===== src/rtl/lstm_seq_ctrl_pkg.sv =====
// Shared types for the LSTM sequencer: datapath width, FSM state encoding and the
// issue tag that travels alongside each packet through the node pipeline.
package lstm_seq_ctrl_pkg;

  // Datapath word width of the LSTM node.
  localparam int unsigned LSTM_XLEN = 16;

  // Tag field widths are fixed upper bounds; the top zero-extends its narrower
  // unit index / step counter into them (supports up to 256 units, STEP_W <= 16).
  localparam int unsigned TAG_UNIT_W = 8;
  localparam int unsigned TAG_STEP_W = 16;
  localparam int unsigned TAG_W      = 1 + TAG_UNIT_W + TAG_STEP_W;

  typedef enum logic [1:0] {
    StIdle  = 2'd0,
    StIssue = 2'd1,
    StDrain = 2'd2,
    StDone  = 2'd3
  } lstm_state_e;

  typedef struct packed {
    logic                  valid;
    logic [TAG_UNIT_W-1:0] unit;
    logic [TAG_STEP_W-1:0] step;
  } lstm_tag_t;

  // Build a tag from its fields.
  function automatic lstm_tag_t make_tag(input logic                  valid,
                                         input logic [TAG_UNIT_W-1:0] unit,
                                         input logic [TAG_STEP_W-1:0] step);
    lstm_tag_t t;
    t.valid = valid;
    t.unit  = unit;
    t.step  = step;
    return t;
  endfunction

endpackage


===== src/rtl/lstm_seq_ctrl_tag_pipe.sv =====
// lstm_tag_pipe: fixed-depth shift register of issue tags. A tag pushed at the end
// of the issue cycle appears on o_tag exactly DEPTH cycles after that issue.
// o_empty is high when no stage holds a valid tag.
module lstm_tag_pipe
  import lstm_seq_ctrl_pkg::*;
#(
  parameter int unsigned DEPTH = 6
) (
  input  logic             clock,
  input  logic             reset,
  input  logic [TAG_W-1:0] i_tag,
  output logic [TAG_W-1:0] o_tag,
  output logic             o_empty
);

  lstm_tag_t r_stage [DEPTH];
  logic      w_any_valid;

  // Shift every cycle; synchronous active-low reset flushes all stages.
  always_ff @(posedge clock) begin
    if (!reset) begin
      for (int i = 0; i < int'(DEPTH); i++) begin
        r_stage[i] <= '0;
      end
    end else begin
      r_stage[0] <= i_tag;
      for (int i = 1; i < int'(DEPTH); i++) begin
        r_stage[i] <= r_stage[i-1];
      end
    end
  end

  // Occupancy: any valid tag anywhere in the pipe.
  always_comb begin
    w_any_valid = 1'b0;
    for (int i = 0; i < int'(DEPTH); i++) begin
      w_any_valid = w_any_valid | r_stage[i].valid;
    end
  end

  assign o_tag   = r_stage[DEPTH-1];
  assign o_empty = ~w_any_valid;

endmodule


===== src/rtl/lstm_seq_ctrl.sv =====
// lstm_seq_ctrl: sequencer for one pipelined LSTM node time-multiplexed over
// NUM_UNITS hidden units and seq_len timesteps. Issues gate packets, supplies
// C(t-1) from a local cell buffer, writes back Ct / forwards ht PIPE_LAT cycles
// after issue, and stalls on read-after-write hazards on the cell buffer.
// Optional build macro: LSTM_CTRL_PERF_EN adds the perf_stall counter output.
module lstm_seq_ctrl
  import lstm_seq_ctrl_pkg::*;
#(
  parameter  int unsigned NUM_UNITS = 4,
  parameter  int unsigned PIPE_LAT  = 6,
  parameter  int unsigned STEP_W    = 8,
  localparam int unsigned UNIT_W    = $clog2(NUM_UNITS)
) (
  input  logic                 clock,
  input  logic                 reset,
  input  logic                 start,
  input  logic [STEP_W-1:0]    seq_len,
  input  logic                 gate_valid,
  output logic                 gate_ready,
  output logic                 node_issue,
  output logic [LSTM_XLEN-1:0] node_c_prev,
  input  logic [LSTM_XLEN-1:0] node_ct,
  input  logic [LSTM_XLEN-1:0] node_ht,
  output logic                 h_valid,
  output logic [LSTM_XLEN-1:0] h_data,
  output logic [UNIT_W-1:0]    h_unit,
  output logic [STEP_W-1:0]    h_step,
  output logic                 busy,
  output logic                 done
`ifdef LSTM_CTRL_PERF_EN
  ,
  output logic [15:0]          perf_stall
`endif
);

  lstm_state_e          r_state;
  lstm_state_e          w_state_next;
  logic [STEP_W-1:0]    r_seq_len;
  logic [UNIT_W-1:0]    r_unit_ptr;
  logic [STEP_W-1:0]    r_step_cnt;
  logic [LSTM_XLEN-1:0] r_cbuf [NUM_UNITS];
  logic [NUM_UNITS-1:0] r_pending;
  logic [NUM_UNITS-1:0] w_pending_next;

  logic                 r_h_valid;
  logic [LSTM_XLEN-1:0] r_h_data;
  logic [UNIT_W-1:0]    r_h_unit;
  logic [STEP_W-1:0]    r_h_step;

  logic                 w_gate_ready;
  logic                 w_fire;
  logic                 w_last_unit;
  logic                 w_last_step;
  logic                 w_start_run;
  logic                 w_pipe_empty;
  lstm_tag_t            w_tag_in;
  lstm_tag_t            w_wb_tag;
  logic                 w_wb_valid;
  logic [UNIT_W-1:0]    w_wb_unit;
  logic                 w_unused_tag;

  // Issue handshake: only in ISSUE, and only when the current unit has no
  // cell-state write outstanding (no bypass from the writeback path).
  assign w_gate_ready = (r_state == StIssue) & ~r_pending[r_unit_ptr];
  assign w_fire       = w_gate_ready & gate_valid;
  assign w_last_unit  = (r_unit_ptr == UNIT_W'(NUM_UNITS - 1));
  assign w_last_step  = (r_step_cnt == (r_seq_len - STEP_W'(1)));

  assign w_tag_in   = make_tag(w_fire, TAG_UNIT_W'(r_unit_ptr), TAG_STEP_W'(r_step_cnt));
  assign w_wb_valid = w_wb_tag.valid;
  assign w_wb_unit  = w_wb_tag.unit[UNIT_W-1:0];
  // Upper tag bits beyond UNIT_W / STEP_W are always zero.
  assign w_unused_tag = ^{w_wb_tag.unit, w_wb_tag.step};

  lstm_tag_pipe #(
    .DEPTH (PIPE_LAT)
  ) u_tag_pipe (
    .clock   (clock),
    .reset   (reset),
    .i_tag   (w_tag_in),
    .o_tag   (w_wb_tag),
    .o_empty (w_pipe_empty)
  );

  // Next-state logic.
  always_comb begin
    w_state_next = r_state;
    w_start_run  = 1'b0;
    unique case (r_state)
      StIdle: begin
        if (start) begin
          if (seq_len != '0) begin
            w_start_run  = 1'b1;
            w_state_next = StIssue;
          end else begin
            w_state_next = StDone;
          end
        end
      end
      StIssue: begin
        if (w_fire && w_last_unit && w_last_step) begin
          w_state_next = StDrain;
        end
      end
      StDrain: begin
        if (w_pipe_empty && (r_pending == '0)) begin
          w_state_next = StDone;
        end
      end
      StDone: begin
        w_state_next = StIdle;
      end
      default: begin
        w_state_next = StIdle;
      end
    endcase
  end

  // State register.
  always_ff @(posedge clock) begin
    if (!reset) begin
      r_state <= StIdle;
    end else begin
      r_state <= w_state_next;
    end
  end

  // Sequence length latch and unit/step round-robin counters.
  always_ff @(posedge clock) begin
    if (!reset) begin
      r_seq_len  <= '0;
      r_unit_ptr <= '0;
      r_step_cnt <= '0;
    end else if (w_start_run) begin
      r_seq_len  <= seq_len;
      r_unit_ptr <= '0;
      r_step_cnt <= '0;
    end else if (w_fire) begin
      if (w_last_unit) begin
        r_unit_ptr <= '0;
        r_step_cnt <= r_step_cnt + STEP_W'(1);
      end else begin
        r_unit_ptr <= r_unit_ptr + UNIT_W'(1);
      end
    end
  end

  // Cell-state buffer: cleared at each new sequence, written on tag exit.
  always_ff @(posedge clock) begin
    if (!reset || w_start_run) begin
      for (int i = 0; i < int'(NUM_UNITS); i++) begin
        r_cbuf[i] <= '0;
      end
    end else if (w_wb_valid) begin
      r_cbuf[w_wb_unit] <= node_ct;
    end
  end

  // Pending bits: set on issue, cleared on writeback. Same-unit overlap cannot
  // happen because a pending unit is never issued.
  always_comb begin
    w_pending_next = r_pending;
    if (w_wb_valid) begin
      w_pending_next[w_wb_unit] = 1'b0;
    end
    if (w_fire) begin
      w_pending_next[r_unit_ptr] = 1'b1;
    end
  end

  // Pending register.
  always_ff @(posedge clock) begin
    if (!reset) begin
      r_pending <= '0;
    end else begin
      r_pending <= w_pending_next;
    end
  end

  // Registered hidden-output port, one cycle after the tag leaves the pipe.
  always_ff @(posedge clock) begin
    if (!reset) begin
      r_h_valid <= 1'b0;
      r_h_data  <= '0;
      r_h_unit  <= '0;
      r_h_step  <= '0;
    end else begin
      r_h_valid <= w_wb_valid;
      if (w_wb_valid) begin
        r_h_data <= node_ht;
        r_h_unit <= w_wb_unit;
        r_h_step <= w_wb_tag.step[STEP_W-1:0];
      end
    end
  end

`ifdef LSTM_CTRL_PERF_EN
  logic [15:0] r_perf_stall;

  // Saturating count of ISSUE cycles where upstream waits on a hazard stall.
  always_ff @(posedge clock) begin
    if (!reset || ((r_state == StIdle) && start)) begin
      r_perf_stall <= '0;
    end else if ((r_state == StIssue) && gate_valid && !w_gate_ready &&
                 (r_perf_stall != 16'hFFFF)) begin
      r_perf_stall <= r_perf_stall + 16'd1;
    end
  end

  assign perf_stall = r_perf_stall;
`endif

  assign gate_ready  = w_gate_ready;
  assign node_issue  = w_fire;
  assign node_c_prev = r_cbuf[r_unit_ptr];
  assign h_valid     = r_h_valid;
  assign h_data      = r_h_data;
  assign h_unit      = r_h_unit;
  assign h_step      = r_h_step;
  assign busy        = (r_state != StIdle);
  assign done        = (r_state == StDone);

endmodule

===== config.mk =====
export PLATFORM = sky130hd
export DESIGN_NAME = lstm_seq_ctrl
export DESIGN_NICKNAME = d
export VERILOG_FILES = /design/src/rtl/lstm_seq_ctrl_pkg.sv /design/src/rtl/lstm_seq_ctrl_tag_pipe.sv /design/src/rtl/lstm_seq_ctrl.sv
export SDC_FILE = /design/constraint.sdc
export NUM_CORES = 1
export LEC_CHECK = 0
export ABC_AREA = 1
export BUFFER_PORTS_ARGS = -buffer_cell sky130_fd_sc_hd__buf_2
export CAP_MARGIN = 20
export CORE_MARGIN = 10
export CORE_UTILIZATION = 50
export DETAILED_ROUTE_END_ITERATION = 16
export PLACE_DENSITY = 0.71
export SYNTH_ARGS = -nofsm -noshare
export SYNTH_HDL_FRONTEND = slang
export SYNTH_SLANG_ARGS = --single-unit

===== constraint.sdc =====
create_clock -name clock -period 2.7 [get_ports clock]
set_clock_uncertainty 0.15 [all_clocks]
set_input_delay 0.27 -clock clock [delete_from_list [all_inputs] [get_ports clock]]
set_output_delay 0.27 -clock clock [all_outputs]
set_load 0.01 [all_outputs]

==> results of run 1 <==
## Yosys cell counts
master and count:
nor2_1 152, dfxtp_1 119, inv_1 111, nand2_1 107, o21ai_0 69, edfxtp_1 64
clkbuf_1 23, nor3_1 20, nand3_1 18, a21oi_1 16, o22ai_1 16, ha_1 10
xor2_1 5, nor4_1 4, xnor2_1 4, a32o_1 3, buf_1 3, buf_2 3
buf_6 3, nand2_2 3, clkbuf_2 2, inv_2 2, nand3_2 2, nand3_4 2
nand4_2 2, a211oi_1 1, a21boi_2 1, a31oi_1 1, inv_4 1, nand2_4 1
nand4_1 1, nand4_4 1, nor2_2 1, nor2_4 1, nor3b_2 1, o21bai_1 1
## power by group through the flow
| stage | Clock, uW | Sequential, uW | Combinational (uW) |
|---|---|---|---|
| 2_1_floorplan | 0 | 3240 | 779 |
| 3_3_place_gp | 0 | 3250 | 1150 |
| 3_5_place_dp | 0 | 3260 | 1160 |
| 4_1_cts | 2380 | 3200 | 1190 |
| 5_1_grt | 2490 | 3230 | 1350 |
| 6_report | 2340 | 3200 | 1180 |
## metrics by stage
| step | util [%] | worst slack [ns] | cell area (um^2) | cells |
|---|---|---|---|---|
| 6_report | 60.7 | 0.331 | 8400 | 1073 |
| 5_1_grt | 60.7 | 0.247 | 8400 | 1073 |
| 4_1_cts | 60.7 | 0.320 | 8400 | 1073 |
| 3_5_place_dp | 55.2 | 0.423 | 7630 | 1020 |
| 3_3_place_gp | 55.2 | 0.497 | 7630 | 1020 |
| 2_1_floorplan | - | 0.789 | 7040 | 774 |
## metal layers
| metal | global-route usage, % | part of all wire [%] | up-vias |
|---|---|---|---|
| met5 | 0 | 0 | - |
| met4 | 6.26 | 2.0 | 0 |
| met3 | 4.08 | 5.0 | 23 |
| met2 | 26.9 | 50 | 108 |
| met1 | 18.8 | 44 | 2450 |
| li1 | - | - | 2678 |
## placed cells by master (no fill, tap or decap), types with 4 or more instances in the layout
cell type and count:
clkbuf_16 17, nor3_1 20, inv_1 111, nand3_1 18, nand2_1 107, clkbuf_1 4
xnor2_1 4, buf_2 90, nor4_1 4, clkinv_2 4, edfxtp_1 64, xor2_1 5
o22ai_1 16, nor2_1 152, dfxtp_1 119, o21ai_0 69, a21oi_1 16, dlygate4sd3_1 21
buf_4 10, ha_1 10
## timing repair
item,4_1_cts,5_1_grt
hold buffers,21,0
gates resized for setup,0,0
hold endpoints to repair,21,0
## registers in the layout (all words and copies together), names as in the netlist, named ones only
name                cells
u_tag_pipe.r_stage     66
r_cbuf                 64
h_valid                 1
h_step                  8
r_pending               4
r_seq_len               8
r_unit_ptr              2
h_data                 16
h_unit                  2
r_step_cnt              8
r_state                 2
## cells by family after synthesis
logic type / share of synthesized area (%)
simple gates: 19.3
flops: 61.2
buf+inv: 8.34
compound gates: 8.36
fa+ha+maj: 1.78
xor+xnor: 1.12
## final cells by class
| class | count | area (um^2) | area share, % |
|---|---|---|---|
| well taps | 180 | 225 | 2.68 |
| repair buffers | 121 | 736 | 8.76 |
| flip-flops and latches | 183 | 4300 | 51.3 |
| multi-input cells | 443 | 2150 | 25.6 |
| clock inverters | 8 | 72.6 | 0.864 |
| clock buffers | 24 | 482 | 5.74 |
| inverters | 114 | 430 | 5.13 |
## final timing paths
kind	end	slack [ns]	start	cells past startpoint
worst max-delay path	r_cbuf[1][15]$_SDFFCE_PN0P_	0.33	seq_len[3]	8
worst min-delay path	r_seq_len[0]$_SDFFE_PN0P_	0.006	seq_len[0]	3
worst max register to register	r_cbuf[1][15]$_SDFFCE_PN0P_	0.60	r_state[0]$_SDFFE_PN0P_	6
worst min register to register	u_tag_pipe.r_stage[5][2]$_SDFF_PN0_	0.25	u_tag_pipe.r_stage[4][2]$_SDFF_PN0_	2
## worst min-delay path, stage by stage
cell     delay [ns]
buf_2          0.09
o21ai_0        0.08
a21oi_1        0.11
==> impl_metrics.csv, run 1 <==
group,metric,value,unit
cts,cts_tree,"done",
floorplan,core,0.0138,mm^2
pwr,p_leak,0.00415,uW
pwr,power.density,800,mW/mm^2
cts,cts_max_path_buffers,2,
synth,syn_nets,828,
critical_path,path_class,"in2reg",
detailed_routing,drtPass1Iterations,5,
sta,relSlewSlack,44.7,%
pwr,p_int,4860,uW
final_layout,diodes,0,
pwr,clockPowerShare,34.8,%
critical_path,crit_family,"simple AND/OR/NAND/NOR gates",
pwr,switching_share,27.6,%
final_layout,final_nets,934,
run,max_cap_viol_count,0,
synth,synth_cells,774,
final_layout,syn_to_final_growth,19.3,%
floorplan,initial_core_util,50.9,%
critical_path,arrival,2.23,ns
floorplan,die_y,139,um
critical_path,cp.required,2.56,ns
sta,tns,0,ns
critical_path,path_cells,"dlygate4sd3_1 -> buf_2 -> nor4_1 -> nand2_1 -> nand3_4 -> nand2_4 -> inv_4 -> nand2_1",
detailed_routing,drtAntennaViolNets,0,
pwr,seqPwrFrac,47.7,%
critical_path,cp_num_buf_inv,3,
sta,worst_pin_slew,0.830,ns
sta,fmax,0.422,GHz
sta,rsz0062_at_grt,"false",
detailed_routing,viasPerCell,4.90,
worst_hold_path,hold_path.class,"in2reg",
placement,io_buffers,90,
pwr,irDropWorstVdd,0.504,mV
sta,hold_violations,0,
floorplan,num_rows,43,
global_route,antenna_found_initial,0,
detailed_routing,wl_per_cell,14.2,um
cts,insertion_delay,0.43,ns
cts,cts_setup_buffers,0,
cts,cts_root_buf,"clkbuf_16",
critical_path,path_common_cell,"nand2_1",
detailed_routing,wl,15200,um
critical_path,slowest_delay,0.53,ns
status,status,"finished clean",
floorplan,die_w,139,um
detailed_routing,first_iter_violations,410,
detailed_routing,vias,5259,
sta,fin_crit,2.37,ns
global_route,grt_util_all_layers,15.9,%
cts,cts_max_level,4,
sta,holdWs,0.00551,ns
global_route,grt_pass1_vias,5072,
synth,ys_top_cells_by_area,"dfxtp_1, edfxtp_1, nor2_1",
sta,setup_viol,0,
cts,numCtsBuffers,17,
synth,synth_area,0.00704,mm^2
placement,place_congestion,0.829,
synth,avgSynthCellArea,9.09,um^2
floorplan,ios,91,
final_layout,fillCellCount,1178,
synth,synth_cell_types,36,
sta,period_share,87.7,%
synth,synth_top_area_share,33.8,%
pwr,p_switching,1860,uW
final_layout,drive_above_1_share,16.3,%
cts,clkTransAtPathRegs,0.06,ns
critical_path,cp-start-kind,"primary input",
placement,dp_hpwl,9870,um
pwr,p_comb_share,17.5,%
detailed_routing,drc,0,
synth,synth-seq-cells,183,
synth,ys_warn_count,0,
synth,ys_seq_area_share,61.2,%
sta,slew_viol_final,0,
pwr,power,6720,uW
global_route,overflow,0,
critical_path,crit_fanout,16,
synth,synth_top_cell_by_area,"dfxtp_1",
critical_path,critPathSlowestCell,"dlygate4sd3_1",
global_route,grt_pass1_wl,25100,um
critical_path,end_kind,"flop",
global_route,grt_max_degree,96,
floorplan,dieArea,0.0192,mm^2
cts,clock-sinks,183,
(Power assumes the default switching activity.)
==> run 2, diff against run 1 <==
--- a/config.mk
+++ b/config.mk
@@ -7,8 +7,8 @@
 export LEC_CHECK = 0
 export ABC_AREA = 1
 export BUFFER_PORTS_ARGS = -buffer_cell sky130_fd_sc_hd__buf_2
-export CAP_MARGIN = 20
-export CORE_MARGIN = 10
+export CAP_MARGIN = 40
+export CORE_MARGIN = 3
 export CORE_UTILIZATION = 50
 export DETAILED_ROUTE_END_ITERATION = 16
 export PLACE_DENSITY = 0.71
==> constraint.sdc (replaced) <==
create_clock -name clock -period 2.2 [get_ports clock]
set_clock_uncertainty 0.15 [all_clocks]
set_input_delay 0.22 -clock clock [delete_from_list [all_inputs] [get_ports clock]]
set_output_delay 0.22 -clock clock [all_outputs]
set_load 0.01 [all_outputs]
==> run 2 against run 1 <==
Compared with the run above: hold slack improved by 0.015 ns; largest cell class unchanged; die area fell by 19%; utilization grew 2.7 points; routed wire length decreased by 3.5%; combinational power up 25%; critical path type is now reg2out; via count up 0.97%; largest power group unchanged; sequential share of layout area fell by 0.99 points; clock power grew 20%.
==> impl_metrics.csv, run 2 (same netlist as run 1, synthesis figures left out) <==
group,metric,value,unit
pwr,p_comb_share,18.0,%
cts,cts_max_level,4,
final_layout,layout_commonest_cell,"nor2_1",
cts,cts_tree,"done",
final_layout,final_area,0.00856,mm^2
global_route,grt_pass1_vias,5138,
placement,io_buffers,90,
floorplan,dieArea,0.0155,mm^2
critical_path,end_kind,"output pin",
floorplan,initial_core_util,52.1,%
final_layout,largest_register_ffs,66,
sta,setup_viol,0,
sta,rsz0062_at_grt,"false",
floorplan,core,0.0135,mm^2
critical_path,cp.required,1.83,ns
critical_path,path_cells,"buf_4 -> o21ai_0 -> o22ai_1 -> buf_2",
final_layout,largest_register,"u_tag_pipe.r_stage",
final_layout,fin_util,63.4,%
floorplan,num_rows,42,
detailed_routing,vias,5310,
pwr,power.density,959,mW/mm^2
pwr,p_int,5980,uW
pwr,power,8210,uW
sta,tns,0,ns
critical_path,slowest_delay,0.40,ns
sta,period_share,96.0,%
sta,fmax,0.473,GHz
cts,cts_root_buf,"clkbuf_16",
sta,hold_violations,0,
global_route,overflow,0,
detailed_routing,drtPass1Iterations,5,
worst_hold_path,hold_path.class,"in2reg",
detailed_routing,wl_met2,7540,um
floorplan,die_y,125,um
placement,dp_hpwl,9200,um
detailed_routing,met3_length,625,um
sta,relSlewSlack,68.4,%
final_layout,diodes,0,
detailed_routing,first_iter_violations,459,
critical_path,cp-start-kind,"flop",
detailed_routing,drtAntennaViolNets,0,
pwr,switching_share,27.2,%
cts,cts_max_path_buffers,2,
pwr,seqPwrFrac,47.9,%
detailed_routing,drc,0,
floorplan,die_w,125,um
cts,clock-sinks,183,
status,status,"finished clean",
detailed_routing,viasPerCell,4.89,
critical_path,rrSetupSlack,0.30,ns
final_layout,syn_to_final_growth,21.7,%
pwr,clockPowerShare,34.1,%
critical_path,path_class,"reg2out",
global_route,grt_max_degree,88,
final_layout,drive_above_1_share,17.4,%
placement,placed_area,0.00769,mm^2
global_route,grt_pass1_wl,24200,um
pwr,p_leak,0.00424,uW
sta,fin_crit,2.11,ns
global_route,grt_util_all_layers,19.1,%
pwr,p_switching,2230,uW
critical_path,crit_fanout,32,
final_layout,mostFrequentLayoutCells,"nor2_1, dfxtp_1, inv_1",
detailed_routing,m1WireLength,6280,um
detailed_routing,topRoutingLayerUsed,"met4",
cts,insertion_delay,0.41,ns
sta,slew_viol_final,0,
pwr,irDropWorstVdd,0.521,mV
critical_path,critPathSlowestCell,"dfxtp_1",
cts,numCtsBuffers,17,
run,max_cap_viol_count,0,
final_layout,final_nets,951,
global_route,antenna_found_initial,0,
cts,clkTransAtPathRegs,0.07,ns
detailed_routing,wl,14700,um
floorplan,ios,91,
sta,worst_pin_slew,0.473,ns
critical_path,arrival,1.74,ns
final_layout,fillCellCount,1121,
detailed_routing,wl_per_cell,13.5,um
placement,place_congestion,0.813,
[run 2: final timing paths]
kind                                       start                                  end  cells past startpoint
max                                         flop                       node_c_prev[9]                      4
min                                  node_ct[11]          r_cbuf[1][11]$_SDFFCE_PN0P_                      3
max reg2reg            r_seq_len[0]$_SDFFE_PN0P_              r_state[0]$_SDFFE_PN0P_                     15
min reg2reg  u_tag_pipe.r_stage[4][5]$_SDFF_PN0_  u_tag_pipe.r_stage[5][5]$_SDFF_PN0_                      2
[run 2: metrics by stage]
stage	cells	hold WS, ns	setup WS (ns)
final	1086	0.0207	0.0870
after global placement	1023	0.242	0.342
after detailed placement	1023	0.248	0.307
after global routing	1086	0.00879	0.00683
after floorplan	774	0.205	0.289
after CTS	1085	0.000173	0.0160
[run 2: worst max-delay path: cells and delay by family (launching register included)]
family	cells	cell delay, ns
buffers and inverters	2	0.52
AO/OA/AOI/OAI	2	0.41
flip-flops	1	0.40
[run 2: area by class of cell]
type,count,area [um^2],share of cell area [%]
multi-input cells,443,2160,25.2
flip-flops and latches,183,4310,50.3
clock buffers,23,469,5.48
inverters,114,434,5.07
well taps,176,220,2.57
clock inverters,9,77.6,0.906
repair buffers,138,898,10.5
[run 2: per-layer routing]
metal  up-vias  track usage (%)
met5         -                0
met4         0             6.96
met3        21             4.25
met2       129             33.8
met1      2451             22.8
li1       2709                -
[run 2: power by group through the flow]
stage	logic (uW)	registers, uW	clock network (uW)
after floorplan	956	3970	0
after global placement	1400	3990	0
after detailed placement	1410	4000	0
after CTS	1460	3930	2860
after global routing	1670	3970	3000
final	1480	3930	2800
[run 2: repair_timing]
item / in CTS / in global routing
gates resized for setup: 2 / 3
hold buffers: 30 / 0
endpoints found under the hold margin: 33 / 0
buffers inserted: 0 / 1
endpoints found under the setup margin: 3 / 11
==> run 3, diff against run 2 <==
--- a/config.mk
+++ b/config.mk
@@ -5,7 +5,6 @@
 export SDC_FILE = /design/constraint.sdc
 export NUM_CORES = 1
 export LEC_CHECK = 0
-export ABC_AREA = 1
 export BUFFER_PORTS_ARGS = -buffer_cell sky130_fd_sc_hd__buf_2
 export CAP_MARGIN = 40
 export CORE_MARGIN = 3
==> run 3 against run 2 <==
Compared with the run above: the flow now finishes with violations (setup timing); global-route usage down 0.75 points; sequential cell count unchanged; cell area up 6.9%; clock power about the same; synthesized cell count down 27%; combinational power up 6%; highest routed layer unchanged.
==> impl_metrics.csv, run 3 <==
group,metric,value,unit
final_layout,mostFrequentLayoutCells,"dfxtp_1, and2_1, buf_2",
sta,worst_pin_slew,0.467,ns
cts,numCtsBuffers,17,
synth,syn_nets,620,
pwr,power.density,902,mW/mm^2
cts,cts_max_level,4,
final_layout,final_nets,786,
pwr,power,8260,uW
critical_path,critPathLaunch,"r_unit_ptr[0]$_SDFFE_PP0P_",
synth,synth_cells,566,
synth,synth_cell_types,46,
floorplan,die_y,125,um
sta,slew_viol_final,0,
critical_path,crit_end,"r_state[0]$_SDFFE_PN0P_",
synth,ys_seq_area_share,60.9,%
detailed_routing,first_iter_violations,245,
critical_path,crit_fanout,3,
final_layout,fin_util,67.5,%
global_route,grt_pass1_vias,4632,
sta,period_share,103,%
worst_hold_path,hold_path.class,"in2reg",
cts,cts_root_buf,"clkbuf_16",
critical_path,path_class,"reg2reg",
detailed_routing,wl_per_cell,15.5,um
sta,fmax,0.441,GHz
placement,io_buffers,90,
floorplan,core,0.0136,mm^2
critical_path,cp.required,2.42,ns
detailed_routing,wl,14200,um
detailed_routing,drtAntennaViolNets,0,
critical_path,slowest_delay,0.52,ns
synth,synthArstFlopShare,0,%
pwr,p_leak,0.00382,uW
critical_path,path_cells,"mux4_2 -> and3b_2 -> nand2_4 -> or3_4 -> o311ai_2 -> o311a_1",
synth,synth-seq-cells,183,
critical_path,critPathSlowestCell,"mux4_2",
synth,yosysMostFrequentCell,"dfxtp_1",
critical_path,arrival,2.48,ns
floorplan,num_rows,42,
sta,setup_viol,2,
critical_path,reg2regPathDepth,6,
sta,setup_ws,-0.0667,ns
global_route,grt_util_all_layers,18.3,%
sta,hold_violations,0,
pwr,irDropWorstVdd,0.503,mV
cts,insertion_delay,0.42,ns
floorplan,initial_core_util,52.2,%
global_route,antenna_found_initial,0,
synth,ys_top_cells_by_area,"dfxtp_1, edfxtp_1, and2_1",
final_layout,diodes,0,
global_route,overflow,0,
critical_path,cp-start-kind,"flop",
final_layout,layout_commonest_cell,"dfxtp_1",
cts,clock-sinks,183,
detailed_routing,viasPerCell,5.08,
detailed_routing,drtPass1Iterations,5,
sta,fin_crit,2.27,ns
placement,place_congestion,0.820,
global_route,grt_pass1_wl,22900,um
sta,relSlewSlack,68.8,%
floorplan,dieArea,0.0156,mm^2
critical_path,rr_startpoint,"r_unit_ptr[0]$_SDFFE_PP0P_",
synth,avgSynthCellArea,12.5,um^2
status,violations,"setup timing",
critical_path,rrSetupSlack,-0.07,ns
floorplan,die_w,125,um
sta,rsz0062_at_grt,"true",
cts,clkTransAtPathRegs,0.07,ns
synth,synth_commonest_cells,"dfxtp_1, and2_1, edfxtp_1",
run,max_cap_viol_count,0,
critical_path,reg2reg_to,"r_state[0]$_SDFFE_PN0P_",
status,status,"finished, violations left",
floorplan,ios,91,
placement,placed_area,0.00806,mm^2
final_layout,final_area,0.00915,mm^2
final_layout,fillCellCount,999,
synth,synth_flop_cell,"dfxtp_1",
synth,synth_area,0.00707,mm^2
synth,synth-edff-count,64,
global_route,grt_max_degree,70,
cts,cts_max_path_buffers,2,
synth,synth_top_cell_by_area,"dfxtp_1",
detailed_routing,vias,4675,
detailed_routing,drc,0,
cts,cts_tree,"done",
critical_path,end_kind,"flop",
synth,synth_top_area_share,33.7,%
final_layout,drive_above_1_share,29.3,%
synth,ys_warn_count,0,
final_layout,syn_to_final_growth,29.4,%
placement,placement.setup.worst_slack,-0.127,ns
final_layout,largest_register_ffs,66,
final_layout,largest_register,"u_tag_pipe.r_stage",
placement,dp_hpwl,9200,um
-- run 3: changes by cell type in the layout (fill, tap and decap cells not counted), sizes merged, moves of 20 or more --
cell | before | now
and2 | 0 | 115
buf | 108 | 138
inv | 115 | 15
mux2i | 0 | 31
nand2 | 111 | 16
nand3 | 22 | 2
nor2 | 154 | 22
nor2b | 0 | 38
o21ai | 69 | 3
-- run 3: repair_timing --
item | CTS | global route
buffers inserted | 2 | 0
endpoints found under the hold margin | 87 | 0
endpoints found under the setup margin | 3 | 127
cloned | 0 | 1
resized for setup | 5 | 15
hold buffers | 40 | 0
pin swaps | 2 | 3
-- run 3: cells by family (layout without fill, tap and decap cells) --
logic type	after synthesis	after routing	share of synthesized area (%)
multiplexers	48	48	9.80
adder cells (fa/ha/maj)	10	10	1.77
AO/OA/AOI/OAI	31	31	3.38
flip-flops	183	183	60.9
AND/OR/NAND/NOR	236	236	19.9
buffers and inverters	42	221	2.34
XOR/XNOR	16	16	1.98
-- run 3: how the worst min path moves through the flow --
stage / end / depth (start not counted) / from
after global placement: u_tag_pipe.r_stage[2][7]$_SDFF_PN0_ / 1 / u_tag_pipe.r_stage[1][7]$_SDFF_PN0_
after CTS: r_step_cnt[4]$_SDFFE_PP0P_ / 6 / gate_valid
after floorplan: r_seq_len[0]$_SDFFE_PN0P_ / 2 / seq_len[0]
after detailed placement: u_tag_pipe.r_stage[3][5]$_SDFF_PN0_ / 1 / u_tag_pipe.r_stage[2][5]$_SDFF_PN0_
final: r_step_cnt[4]$_SDFFE_PP0P_ / 6 / gate_valid
after global routing: r_step_cnt[4]$_SDFFE_PP0P_ / 6 / gate_valid
-- run 3: final cells by class --
cell class	instances	area [um^2]	area share, %
repair buffers	179	1330	14.5
multi-input cells	341	2710	29.6
clock buffers	19	453	4.95
clock inverters	13	93.8	1.03
inverters	10	37.5	0.410
well taps	176	220	2.41
flip-flops and latches	183	4310	47.1
-- run 3: layer usage --
layer | track usage, % | vias to the layer above | part of all wire, %
li1 | - | 2285 | -
met1 | 22.9 | 2235 | 42
met2 | 30.3 | 130 | 50
met3 | 4.61 | 25 | 5.8
met4 | 8.29 | 0 | 2.0
met5 | 0 | - | 0
-- run 3: worst max-delay path, delay by kind of cell (launching register included) --
kind               cells  cell delay (ns)
and+or+nand+nor        3             0.77
muxes                  1             0.52
AOI/OAI and AO/OA      2             0.43
DFF                    1             0.35
-- run 3: metrics by stage --
step	setup TNS, ns	hold slack [ns]	std cells
after floorplan	-0.649	0.229	566
after global placement	-0.0455	0.263	846
after detailed placement	-0.208	0.268	846
after CTS	-0.113	0.157	920
after global routing	-0.260	0.216	921
final	-0.107	0.181	921
-- run 3: power by group --
part | internal (uW) | total, uW | leakage (uW) | switching [uW]
Clock | 1510 | 2770 | 0.000279 | 1260
Combinational | 805 | 1570 | 0.00188 | 761
Sequential | 3810 | 3920 | 0.00166 | 111
Total | 6130 | 8260 | 0.00382 | 2130
